File: src/rtl/serial_adder.sv
`default_nettype none
// ---------------------------------------------------------------------------
// serial_adder : bit-serial WIDTH-bit add/subtract, one bit per clock
// Revision     : 1.0
// ---------------------------------------------------------------------------
module serial_adder #(
  parameter int WIDTH = 8
) (
  input  logic             clk,
  input  logic             rst_n,
  input  logic             start,
  input  logic             sub,
  input  logic [WIDTH-1:0] a,
  input  logic [WIDTH-1:0] b,
  output logic             busy,
  output logic             done,
  output logic [WIDTH-1:0] sum,
  output logic             cout,
  output logic             overflow
);

  localparam int CNT_W = (WIDTH > 2) ? $clog2(WIDTH) : 1;
  localparam logic [CNT_W-1:0] C_LAST = CNT_W'(WIDTH - 1);
  localparam logic [CNT_W-1:0] C_ONE  = CNT_W'(1);

  typedef enum logic [1:0] {
    IDLE = 2'd0,
    RUN  = 2'd1,
    DONE = 2'd2
  } state_t;

  state_t             state_q, state_d;
  logic [WIDTH-1:0]   sa_q, sa_d;
  logic [WIDTH-1:0]   sb_q, sb_d;
  logic [WIDTH-1:0]   ps_q, ps_d;
  logic               carry_q, carry_d;
  logic [CNT_W-1:0]   cnt_q, cnt_d;
  logic [WIDTH-1:0]   sum_q, sum_d;
  logic               cout_q, cout_d;
  logic               ovf_q, ovf_d;

  logic w_s_bit;
  logic w_c_next;
  logic w_accept;

  always_ff @(posedge clk or negedge rst_n) begin
    if (!rst_n) begin
      state_q <= IDLE;
      sa_q    <= '0;
      sb_q    <= '0;
      ps_q    <= '0;
      carry_q <= 1'b0;
      cnt_q   <= '0;
      sum_q   <= '0;
      cout_q  <= 1'b0;
      ovf_q   <= 1'b0;
    end else begin
      state_q <= state_d;
      sa_q    <= sa_d;
      sb_q    <= sb_d;
      ps_q    <= ps_d;
      carry_q <= carry_d;
      cnt_q   <= cnt_d;
      sum_q   <= sum_d;
      cout_q  <= cout_d;
      ovf_q   <= ovf_d;
    end
  end

  always_comb begin
    state_d  = state_q;
    sa_d     = sa_q;
    sb_d     = sb_q;
    ps_d     = ps_q;
    carry_d  = carry_q;
    cnt_d    = cnt_q;
    sum_d    = sum_q;
    cout_d   = cout_q;
    ovf_d    = ovf_q;
    w_accept = 1'b0;
    w_s_bit  = sa_q[0] ^ sb_q[0] ^ carry_q;
    w_c_next = (sa_q[0] & sb_q[0]) | (sa_q[0] & carry_q) | (sb_q[0] & carry_q);

    case (state_q)
      IDLE: w_accept = start;
      RUN: begin
        sa_d    = sa_q >> 1;
        sb_d    = sb_q >> 1;
        ps_d    = {w_s_bit, ps_q[WIDTH-1:1]};
        carry_d = w_c_next;
        if (cnt_q == C_LAST) begin
          // carry_q here is the carry into the MSB slice
          sum_d   = {w_s_bit, ps_q[WIDTH-1:1]};
          cout_d  = w_c_next;
          ovf_d   = carry_q ^ w_c_next;
          state_d = DONE;
        end else begin
          cnt_d = cnt_q + C_ONE;
        end
      end
      DONE: begin
        w_accept = start;
        state_d  = IDLE;
      end
      default: state_d = IDLE;
    endcase

    // Subtract is a + ~b + 1: invert b and seed the carry with 1
    if (w_accept) begin
      sa_d    = a;
      sb_d    = b ^ {WIDTH{sub}};
      ps_d    = '0;
      carry_d = sub;
      cnt_d   = '0;
      state_d = RUN;
    end
  end

  assign busy     = (state_q == RUN);
  assign done     = (state_q == DONE);
  assign sum      = sum_q;
  assign cout     = cout_q;
  assign overflow = ovf_q;

endmodule
`default_nettype wire
File: config.mk
export PLATFORM = sky130hd
export DESIGN_NAME = serial_adder
export DESIGN_NICKNAME = d
export VERILOG_FILES = /design/src/rtl/serial_adder.sv
export SDC_FILE = /design/constraint.sdc
export NUM_CORES = 1
export LEC_CHECK = 0
export BUFFER_PORTS_ARGS = -buffer_cell sky130_fd_sc_hd__clkbuf_2
export CORE_MARGIN = 10
export CORE_UTILIZATION = 54
export CTS_CLUSTER_DIAMETER = 100
export DETAILED_ROUTE_END_ITERATION = 10
export PLACE_DENSITY = 0.78
export SETUP_SLACK_MARGIN = 0.3
export SYNTH_ARGS = -nofsm -noshare
export SYNTH_HDL_FRONTEND = slang
export SYNTH_SLANG_ARGS = --single-unit
export TNS_END_PERCENT = 5
File: constraint.sdc
create_clock -name clk -period 1.7 [get_ports clk]
set_input_delay 0.255 -clock clk [delete_from_list [all_inputs] [get_ports clk]]
set_output_delay 0.255 -clock clk [all_outputs]
set_load 0.01 [all_outputs]
==> results.sh, run 1 <==
export IMPL_wl_um=3540
export IMPL_fillers=256
export IMPL_netlist_instances=141
export IMPL_finalSetupViolCount=0
export IMPL_rows=20
export IMPL_ys_warn_count=0
export IMPL_drt_first_iter_violations=53
export IMPL_top_layer_used="met4"
export IMPL_rsz0062_at_grt="true"
export IMPL_fin_crit_ps=1510
export IMPL_power_mw=3.80
export IMPL_grt_overflow=0
export IMPL_initial_core_util_pct=56.6
export IMPL_grt_max_degree=25
export IMPL_io_buffers=31
export IMPL_path_clk_slew_ps=130
export IMPL_multi_input_area_um2=717
export IMPL_yosys_area_top_type="dfrtp_1"
export IMPL_avgRoutedWirePerCell_um=15.5
export IMPL_antennaDiodeCount=0
export IMPL_avgSynthCellArea_um2=12.4
export IMPL_cp_slowest_cell="dfrtp_1"
export IMPL_routed_wl_met2_um=1750
export IMPL_met3_wirelength_um=185
export IMPL_cp_required_ps=1440
export IMPL_cp_data_arrival_time_ps=1260
export IMPL_antenna_left=0
export IMPL_worstPathCellList="and2b_2, buf_6, buf_2"
export IMPL_clk_path_buf_depth=2
export IMPL_fmax_ghz=0.662
export IMPL_cts_sinks=39
export IMPL_yosys_top_cells_area="dfrtp_1 56%, mux2i_1 7.5%, a22o_1 5.5%"
export IMPL_synthFlopType="dfrtp_1"
export IMPL_seqCellArea_um2=976
export IMPL_drc=0
export IMPL_outcome="finished, final reports clean"
export IMPL_cap_violations=0
export IMPL_hold_viol_final=0
export IMPL_peakVddDrop_mv=0.827
export IMPL_max_stage_delay_ps=410
export IMPL_die_area_um2=5900
export IMPL_m1WireLength_um=1560
export IMPL_synth_async_reset_ratio_pct=100
export IMPL_insertion_delay_ps=350
export IMPL_seq_area_frac_synth_pct=56.0
export IMPL_worstMarginPinSlew_ps=574
export IMPL_dpl_worst_slack_ps=191
export IMPL_place_gp_congestion=0.722
export IMPL_min_path_type="primary input to flop"
export IMPL_coreArea_um2=3080
export IMPL_htree_levels=2
export IMPL_syn_nets=164
export IMPL_die_w_um=76.8
export IMPL_worstSetupPathType="flop to primary output"
export IMPL_startpoint_type="flop"
export IMPL_grt_pass1_vias=1218
export IMPL_powerDensity_nw_per_um2=1790
export IMPL_ios=32
export IMPL_dpl_hpwl_um=2380
export IMPL_grt_pass1_wl_um=5620
export IMPL_antenna_found_initial=0
export IMPL_syn_to_final_growth_pct=21.6
export IMPL_critPathMaxFanout=8
export IMPL_fin_tns_setup_ps=0
export IMPL_finalWorstSetupSlack_ps=189
export IMPL_via_per_inst=5.16
export IMPL_ys_seq_elements=39
export IMPL_drt_pre_antenna_iters=4
export IMPL_yosysMostFrequentCell="dfrtp_1"
export IMPL_synth_edf_count=0
export IMPL_yosysTopAreaCellShare_pct=56.0
export IMPL_chipHeight_um=76.8
export IMPL_critPathCaptureType="primary output"
export IMPL_root_buffer="clkbuf_4"
export IMPL_cts_buffers=5
export IMPL_grt_usage_pct=11.7
export IMPL_synth_common_cells="39 x dfrtp_1, 16 x o21ai_1, 15 x nand2_1, 13 x mux2i_1, 11 x a22o_1"
export IMPL_drive_gt1_share_pct=35.3
export IMPL_cts_tree="yes"
export IMPL_dr_total_vias=1176
export IMPL_power_leakage_nw=1.11
export IMPL_ys_types=28
export IMPL_finalCritPeriodShare_pct=88.9
export IMPL_slew_headroom_pct=61.7
export IMPL_fin_nets=206
export IMPL_skew_ps=17.2
export IMPL_netlist_area_um2=1740
export IMPL_final_max_slew_violation_count=0
[flip-flops by register name, summed over array words and instances (netlist names)]
register and flops:
carry_q 1, cnt_q 3, cout 1, overflow 1, ps_q 7, sa_q 8, sb_q 8, state_q 2
sum 8
[stage by stage]
step | utilization [%] | instance area, um2 | cells | hold slack (ps)
after global placement | 62.7 | 1930 | 213 | 263
after global routing | 68.9 | 2120 | 228 | 108
after floorplan | - | 1760 | 141 | -40.6
after detailed placement | 62.7 | 1930 | 213 | 268
final | 68.9 | 2120 | 228 | 117
after CTS | 67.0 | 2060 | 225 | 104
[worst paths after layout]
kind	from	endpoint	slack (ps)	cells after the start
max in group asynchronous	rst_n	sb_q[5]	670	3
worst max register to register	cnt_q[0]	cout	210	5
worst max-delay path	state_q[1]	busy	190	3
worst min register to register	sa_q[1]	sa_q[1]	490	1
min in group asynchronous	rst_n	ps_q[4]	430	2
worst min-delay path	a[6]	sa_q[6]	120	3
[logic make-up after synthesis]
| family | synth area share, % |
|---|---|
| AO/OA/AOI/OAI | 11.3 |
| XOR/XNOR | 4.52 |
| adder cells (fa/ha/maj) | 2.58 |
| buffers and inverters | 5.24 |
| flip-flops | 56.0 |
| multiplexers | 13.3 |
| AND/OR/NAND/NOR | 7.11 |
[critical path: cells and delay by family, from the launching register on]
| family | cells | cell delay, ps |
|---|---|---|
| buffers and inverters | 2 | 260 |
| AND/OR/NAND/NOR | 1 | 230 |
| flip-flops | 1 | 410 |
[cells in the final DEF (no fill, tap or decap), drive strengths merged, types with 2 or more instances in the layout]
| cell | n |
|---|---|
| a21o | 2 |
| ha | 2 |
| inv | 3 |
| mux2 | 9 |
| a22o | 11 |
| buf | 14 |
| o21ai | 17 |
| mux2i | 13 |
| nand3 | 3 |
| nand2 | 15 |
| clkbuf | 36 |
| dfrtp | 39 |
| and2b | 2 |
| xor2 | 8 |
[area by class of cell]
cell class,count,area share (%)
clock inverters,2,1.65
well taps,44,2.60
repair buffers,45,12.9
inverters,3,0.531
clock buffers,6,2.42
flip-flops and latches,39,46.0
multi-input cells,89,33.8
[report_power, final]
group | internal [mW] | total [mW] | switching [mW] | leakage [nW]
registers | 1.32 | 1.57 | 0.253 | 0.497
logic | 0.842 | 1.57 | 0.732 | 0.568
clock network | 0.348 | 0.649 | 0.302 | 0.0482
[layer usage]
layer  track usage, %  vias to the layer above
met4             4.46                        0
li1                 -                      572
met5                0                        -
met3             5.48                        6
met1             13.3                      573
met2             18.6                       25
[repair_timing]
item | in CTS | in global routing
setup buffers | 3 | 2
pin swaps | 0 | 1
gates cloned | 0 | 1
setup endpoints to repair | 14 | 32
hold buffers | 1 | 0
gates resized for setup | 4 | 12
endpoints found under the hold margin | 22 | 0
(Power assumes the default switching activity.)
==> run 2: changes to the inputs <==
--- a/config.mk
+++ b/config.mk
@@ -5,12 +5,12 @@
 export SDC_FILE = /design/constraint.sdc
 export NUM_CORES = 1
 export LEC_CHECK = 0
-export BUFFER_PORTS_ARGS = -buffer_cell sky130_fd_sc_hd__clkbuf_2
+export BUFFER_PORTS_ARGS = -buffer_cell sky130_fd_sc_hd__buf_2
 export CORE_MARGIN = 10
-export CORE_UTILIZATION = 54
+export CORE_UTILIZATION = 49
 export CTS_CLUSTER_DIAMETER = 100
 export DETAILED_ROUTE_END_ITERATION = 10
-export PLACE_DENSITY = 0.78
+export PLACE_DENSITY = 0.74
 export SETUP_SLACK_MARGIN = 0.3
 export SYNTH_ARGS = -nofsm -noshare
 export SYNTH_HDL_FRONTEND = slang
==> constraint.sdc (replaced) <==
create_clock -name clk -period 1.3 [get_ports clk]
set_input_delay 0.195 -clock clk [delete_from_list [all_inputs] [get_ports clk]]
set_output_delay 0.195 -clock clk [all_outputs]
set_load 0.01 [all_outputs]
==> run 2 against run 1 <==
The flow now finishes with violations (negative setup slack). Wire length decreased by 8.6%. Sequential share of layout area is 0.22 points lower. Via count shrank 0.17%. Count of clock-buffer cells in the layout increased by 1. Total power increased by 25%. Cell count is 0.44% higher. Design area up 0.47%. Non-clock buffer count decreased by 1. Core utilization fell by 6.0 points. Combinational power grew 35%. Largest cell class unchanged.
==> results.sh, run 2 (same netlist as run 1, synthesis figures left out) <==
export IMPL_chipHeight_um=79.6
export IMPL_place_area_um2=1980
export IMPL_fmax_ghz=0.663
export IMPL_power_leakage_nw=1.09
export IMPL_htree_levels=2
export IMPL_finalWorstSetupSlack_ps=-208
export IMPL_outcome="complete, but fails checks"
export IMPL_p_sw_mw=1.67
export IMPL_insertion_delay_ps=340
export IMPL_reg2reg_depth=5
export IMPL_peakVddDrop_mv=0.910
export IMPL_grt_pass1_wl_um=5620
export IMPL_swShare_pct=35.0
export IMPL_max_stage_delay_ps=430
export IMPL_worst_hold_startpoint="a[4]"
export IMPL_pwr_share_seq_pct=43.1
export IMPL_stdcell_area_um2=2130
export IMPL_ios=32
export IMPL_finalCritPeriodShare_pct=116
export IMPL_place_gp_congestion=0.733
export IMPL_wl_um=3230
export IMPL_io_buffers=31
export IMPL_path_clk_slew_ps=110
export IMPL_root_buffer="clkbuf_4"
export IMPL_antenna_found_initial=0
export IMPL_cp_common_cell="ha_4"
export IMPL_grt_overflow=0
export IMPL_worstPathCellList="ha_4, ha_4, nand3b_1, buf_12, mux2_2"
export IMPL_final_max_slew_violation_count=0
export IMPL_dp_cells=217
export IMPL_hold_viol_final=0
export IMPL_grt_max_degree=40
export IMPL_cap_violations=0
export IMPL_fin_tns_setup_ps=-2510
export IMPL_cp_slowest_cell="dfrtp_1"
export IMPL_cp_required_ps=1540
export IMPL_combPwrFrac_pct=44.5
export IMPL_cts_buffers=5
export IMPL_rsz0062_at_grt="true"
export IMPL_fillers=276
export IMPL_drive_gt1_share_pct=32.8
export IMPL_critPathCaptureType="flop"
export IMPL_antenna_left=0
export IMPL_min_to="sa_q[4]"
export IMPL_fin_nets=205
export IMPL_avgRoutedWirePerCell_um=14.1
export IMPL_rows=21
export IMPL_via_per_inst=5.13
export IMPL_fin_crit_ps=1510
export IMPL_layout_commonest_cell="dfrtp_1"
export IMPL_dr_total_vias=1174
export IMPL_r2r_start="cnt_q[1]"
export IMPL_min_path_cells=3
export IMPL_initial_core_util_pct=51.4
export IMPL_drt_first_iter_violations=85
export IMPL_min_path_type="primary input to flop"
export IMPL_skew_ps=7.44
export IMPL_grt_pass1_vias=1274
export IMPL_worstSetupPathType="flop to flop"
export IMPL_slew_headroom_pct=68.2
export IMPL_syn_to_final_growth_pct=22.2
export IMPL_r2r_end="sum[1]"
export IMPL_antennaDiodeCount=0
export IMPL_critPathMaxFanout=10
export IMPL_p_int_mw=3.09
export IMPL_clkPwrFrac_pct=12.3
export IMPL_worstMarginPinSlew_ps=477
export IMPL_coreArea_um2=3390
export IMPL_instances_no_fill=229
export IMPL_violations="negative setup slack"
export IMPL_finalSetupViolCount=18
export IMPL_startpoint_type="flop"
export IMPL_clk_path_buf_depth=2
export IMPL_final_cell_mix="39 x dfrtp_1, 29 x buf_2, 17 x o21ai_1"
export IMPL_cp_data_arrival_time_ps=1750
export IMPL_r2r_setup_slack_ps=-210
export IMPL_powerDensity_nw_per_um2=2240
export IMPL_drc=0
export IMPL_die_w_um=79.6
export IMPL_drt_pre_antenna_iters=4
export IMPL_dpl_hpwl_um=2250
export IMPL_die_area_um2=6340
export IMPL_cts_sinks=39
export IMPL_cts_tree="yes"
export IMPL_grt_usage_pct=11.1
run 2: cell types whose count changed in the layout (fill, tap and decap cells not counted), moves of 2 or more:
| cell | previous run | this run |
|---|---|---|
| mux2_4 | 6 | 1 |
| nand3_2 | 0 | 2 |
| mux2_1 | 2 | 6 |
| buf_2 | 1 | 29 |
| clkbuf_2 | 30 | 0 |
| nand3_1 | 3 | 1 |
| buf_12 | 0 | 2 |
| clkbuf_1 | 0 | 2 |
| buf_4 | 10 | 6 |
| buf_6 | 3 | 5 |
run 2: area by class of cell:
| class | count | area [um2] | area share [%] |
|---|---|---|---|
| flip-flops and latches | 39 | 976 | 45.8 |
| well taps | 46 | 57.6 | 2.70 |
| multi-input cells | 89 | 723 | 34.0 |
| clock buffers | 7 | 45.0 | 2.12 |
| clock inverters | 1 | 5.00 | 0.235 |
| repair buffers | 44 | 312 | 14.6 |
| inverters | 3 | 11.3 | 0.529 |
run 2: per-layer routing:
layer / up-vias / track usage [%] / wire [um]
met3: 5 / 6.19 / 262
met4: 0 / 3.76 / 38
li1: 572 / - / -
met2: 28 / 18.0 / 1600
met5: - / 0 / 0
met1: 569 / 11.9 / 1340
run 2: stage by stage:
stage	hold slack [ps]	util, %	worst slack, ps	total power, mW
2_1_floorplan	-101	-	-138	3.49
3_3_place_gp	265	58.3	-136	3.85
3_5_place_dp	271	58.3	-204	3.94
4_1_cts	38.7	61.8	-188	4.71
5_1_grt	49.4	62.8	-238	5.15
6_report	55.4	62.8	-208	4.76
run 2: how the worst max path moves through the flow:
stage               startpoint       end  cells after the start
floorplan             cnt_q[0]  cnt_q[0]                      6
global placement      cnt_q[1]  cnt_q[1]                      5
detailed placement    cnt_q[1]  cnt_q[2]                      5
CTS                   cnt_q[1]    sum[0]                      5
global route          cnt_q[1]    sum[7]                      5
finish                cnt_q[1]    sum[1]                      5
run 2: critical path, delay by kind of cell, from the launching register on:
kind                     cells  cell delay, ps
AND/OR/NAND/NOR              1             140
flip-flops                   1             430
buffers and inverters        1             150
adder cells (fa/ha/maj)      2             340
multiplexers                 1             330
run 2: power groups by stage:
| stage | Combinational [mW] | Clock [mW] | Sequential (mW) |
|---|---|---|---|
| final | 2.12 | 0.586 | 2.05 |
| after detailed placement | 1.89 | 0 | 2.05 |
| after CTS | 2.07 | 0.614 | 2.03 |
| after global routing | 2.36 | 0.663 | 2.13 |
| after global placement | 1.83 | 0 | 2.02 |
| after floorplan | 1.44 | 0 | 2.05 |
run 2: timing repair:
action                                  in CTS  in global routing
cloned                                       0                  0
hold endpoints to repair                    39                  0
buffers inserted                             2                  1
hold buffers                                 1                  0
endpoints found under the setup margin      51                 51
resized for setup                           10                  5
pin swaps                                   14                 11
==> run 3: changes to the inputs <==
--- a/config.mk
+++ b/config.mk
@@ -10,7 +10,7 @@
 export CORE_UTILIZATION = 49
 export CTS_CLUSTER_DIAMETER = 100
 export DETAILED_ROUTE_END_ITERATION = 10
-export PLACE_DENSITY = 0.74
+export PLACE_DENSITY_LB_ADDON = 0.25
 export SETUP_SLACK_MARGIN = 0.3
 export SYNTH_ARGS = -nofsm -noshare
 export SYNTH_HDL_FRONTEND = slang
==> run 3 against run 2 <==
The flow still finishes with violations (negative setup slack). Sequential cell count unchanged. Total power up 5.9%. Critical path depth unchanged. Register-to-register slack better by 30 ps. Setup slack improved by 29 ps. Clock power grew 43%. First-iteration DRC count fell by 16%. Via count shrank 1.2%. Sequential share of layout area shrank 0.92 points. Cell count stayed put. Wire length rose by 2.4%. Critical path type unchanged. Critical endpoint is now sum[0]. Highest routed layer unchanged.
==> results.sh, run 3 (same netlist as run 1, synthesis figures left out) <==
export IMPL_antenna_found_initial=0
export IMPL_r2r_end="sum[0]"
export IMPL_coreArea_um2=3390
export IMPL_startpoint_type="flop"
export IMPL_fin_nets=205
export IMPL_ios=32
export IMPL_cts_tree="yes"
export IMPL_finalCritPeriodShare_pct=114
export IMPL_worstMarginPinSlew_ps=463
export IMPL_powerDensity_nw_per_um2=2320
export IMPL_reg2reg_depth=5
export IMPL_top_usage_layer="met2"
export IMPL_grt_overflow=0
export IMPL_chipHeight_um=79.6
export IMPL_grt_pass1_vias=1321
export IMPL_dpl_hpwl_um=2460
export IMPL_antennaDiodeCount=0
export IMPL_clk_path_buf_depth=2
export IMPL_via_per_inst=5.07
export IMPL_rows=21
export IMPL_worstSetupPathType="flop to flop"
export IMPL_initial_core_util_pct=51.4
export IMPL_min_path_type="primary input to flop"
export IMPL_grt_usage_pct=11.8
export IMPL_cts_sinks=39
export IMPL_finalSetupViolCount=16
export IMPL_die_w_um=79.6
export IMPL_dp_cells=218
export IMPL_peakVddDrop_mv=1.28
export IMPL_hold_viol_final=0
export IMPL_r2r_start="cnt_q[1]"
export IMPL_met2_usage_pct=19.7
export IMPL_drive_gt1_share_pct=35.5
export IMPL_drc=0
export IMPL_io_buffers=31
export IMPL_rsz0062_at_grt="true"
export IMPL_met3_usage_pct=5.18
export IMPL_drt_pre_antenna_iters=4
export IMPL_antenna_left=0
export IMPL_cp_required_ps=1540
export IMPL_hold_ws_ps=51.7
export IMPL_drt_first_iter_violations=71
export IMPL_root_buffer="clkbuf_4"
export IMPL_use_met1_pct=13.0
export IMPL_cts_buffers=5
export IMPL_dr_total_vias=1160
export IMPL_finalWorstSetupSlack_ps=-179
export IMPL_worst_hold_startpoint="a[6]"
export IMPL_final_cell_mix="39 x dfrtp_1, 29 x buf_2, 15 x nand2_1, 15 x o21ai_1, 13 x mux2i_1"
export IMPL_instances_no_fill=229
export IMPL_wl_um=3310
export IMPL_violations="negative setup slack"
export IMPL_slew_headroom_pct=69.2
export IMPL_critPathMaxFanout=12
export IMPL_grt_max_degree=23
export IMPL_fmax_ghz=0.676
export IMPL_fin_crit_ps=1480
export IMPL_avgRoutedWirePerCell_um=14.5
export IMPL_cp_data_arrival_time_ps=1720
export IMPL_power_leakage_nw=1.12
export IMPL_insertion_delay_ps=350
export IMPL_die_area_um2=6340
export IMPL_cap_violations=0
export IMPL_layout_commonest_cell="dfrtp_1"
export IMPL_skew_ps=6.62
export IMPL_syn_to_final_growth_pct=24.7
export IMPL_critPathCaptureType="flop"
export IMPL_place_gp_congestion=0.726
export IMPL_setup_worst_path_end="sum[0]"
export IMPL_crit_path_start="cnt_q[1]"
export IMPL_outcome="complete, but fails checks"
export IMPL_final_max_slew_violation_count=0
export IMPL_r2r_setup_slack_ps=-180
export IMPL_htree_levels=2
export IMPL_fin_tns_setup_ps=-2100
export IMPL_path_clk_slew_ps=110
export IMPL_grt_pass1_wl_um=5930
run 3: changes by cell type in the layout (fill, tap and decap cells not counted), sizes merged:
cell    change
bufinv      +1
clkbuf      -1
run 3: layout make-up:
class / instances / area, um2
fillers: 282 / 1220
clock buffers: 6 / 51.3
repair buffers: 44 / 315
multi-input cells: 89 / 727
flip-flops and latches: 39 / 976
inverters: 3 / 11.3
well taps: 46 / 57.6
clock inverters: 2 / 35.0
run 3: per-layer routing:
metal / routed length [um] / vias to the layer above
met1: 1390 / 556
met5: 0 / -
met3: 216 / 6
met4: 45 / 0
li1: - / 570
met2: 1660 / 28
run 3: stage by stage:
stage	util, %	total power [mW]	cell area [um2]	setup WS, ps
after floorplan	-	3.49	1770	-138
after global placement	58.5	3.84	1980	-134
after detailed placement	58.5	3.96	1980	-194
after CTS	63.5	5.05	2150	-195
after global routing	64.1	5.47	2170	-223
final	64.1	5.04	2170	-179
run 3: worst min path at each step:
stage	endpoint	slack, ps	cells after the start
3_5_place_dp	sb_q[0]	170	1
4_1_cts	sa_q[5]	50	3
3_3_place_gp	sb_q[0]	160	1
6_report	sa_q[6]	50	3
5_1_grt	sa_q[3]	50	3
2_1_floorplan	carry_q	-100	0
run 3: what timing repair did:
item	CTS	global route
setup buffers	1	1
hold buffers	1	0
endpoints found under the setup margin	51	51
pin swaps	16	6
gates resized for setup	15	3
hold endpoints to repair	17	0
run 3: report_power, final:
part	internal [mW]	switching, mW	leakage [nW]
Combinational	1.18	0.977	0.575
Sequential	1.73	0.320	0.497
Clock	0.454	0.383	0.0482
Total	3.36	1.68	1.12
run 3: critical path, stage by stage (launching register included):
cell	delay (ps)
dfrtp_1	410
ha_2	210
ha_4	160
nand3b_1	130
buf_12	150
mux2_2	330
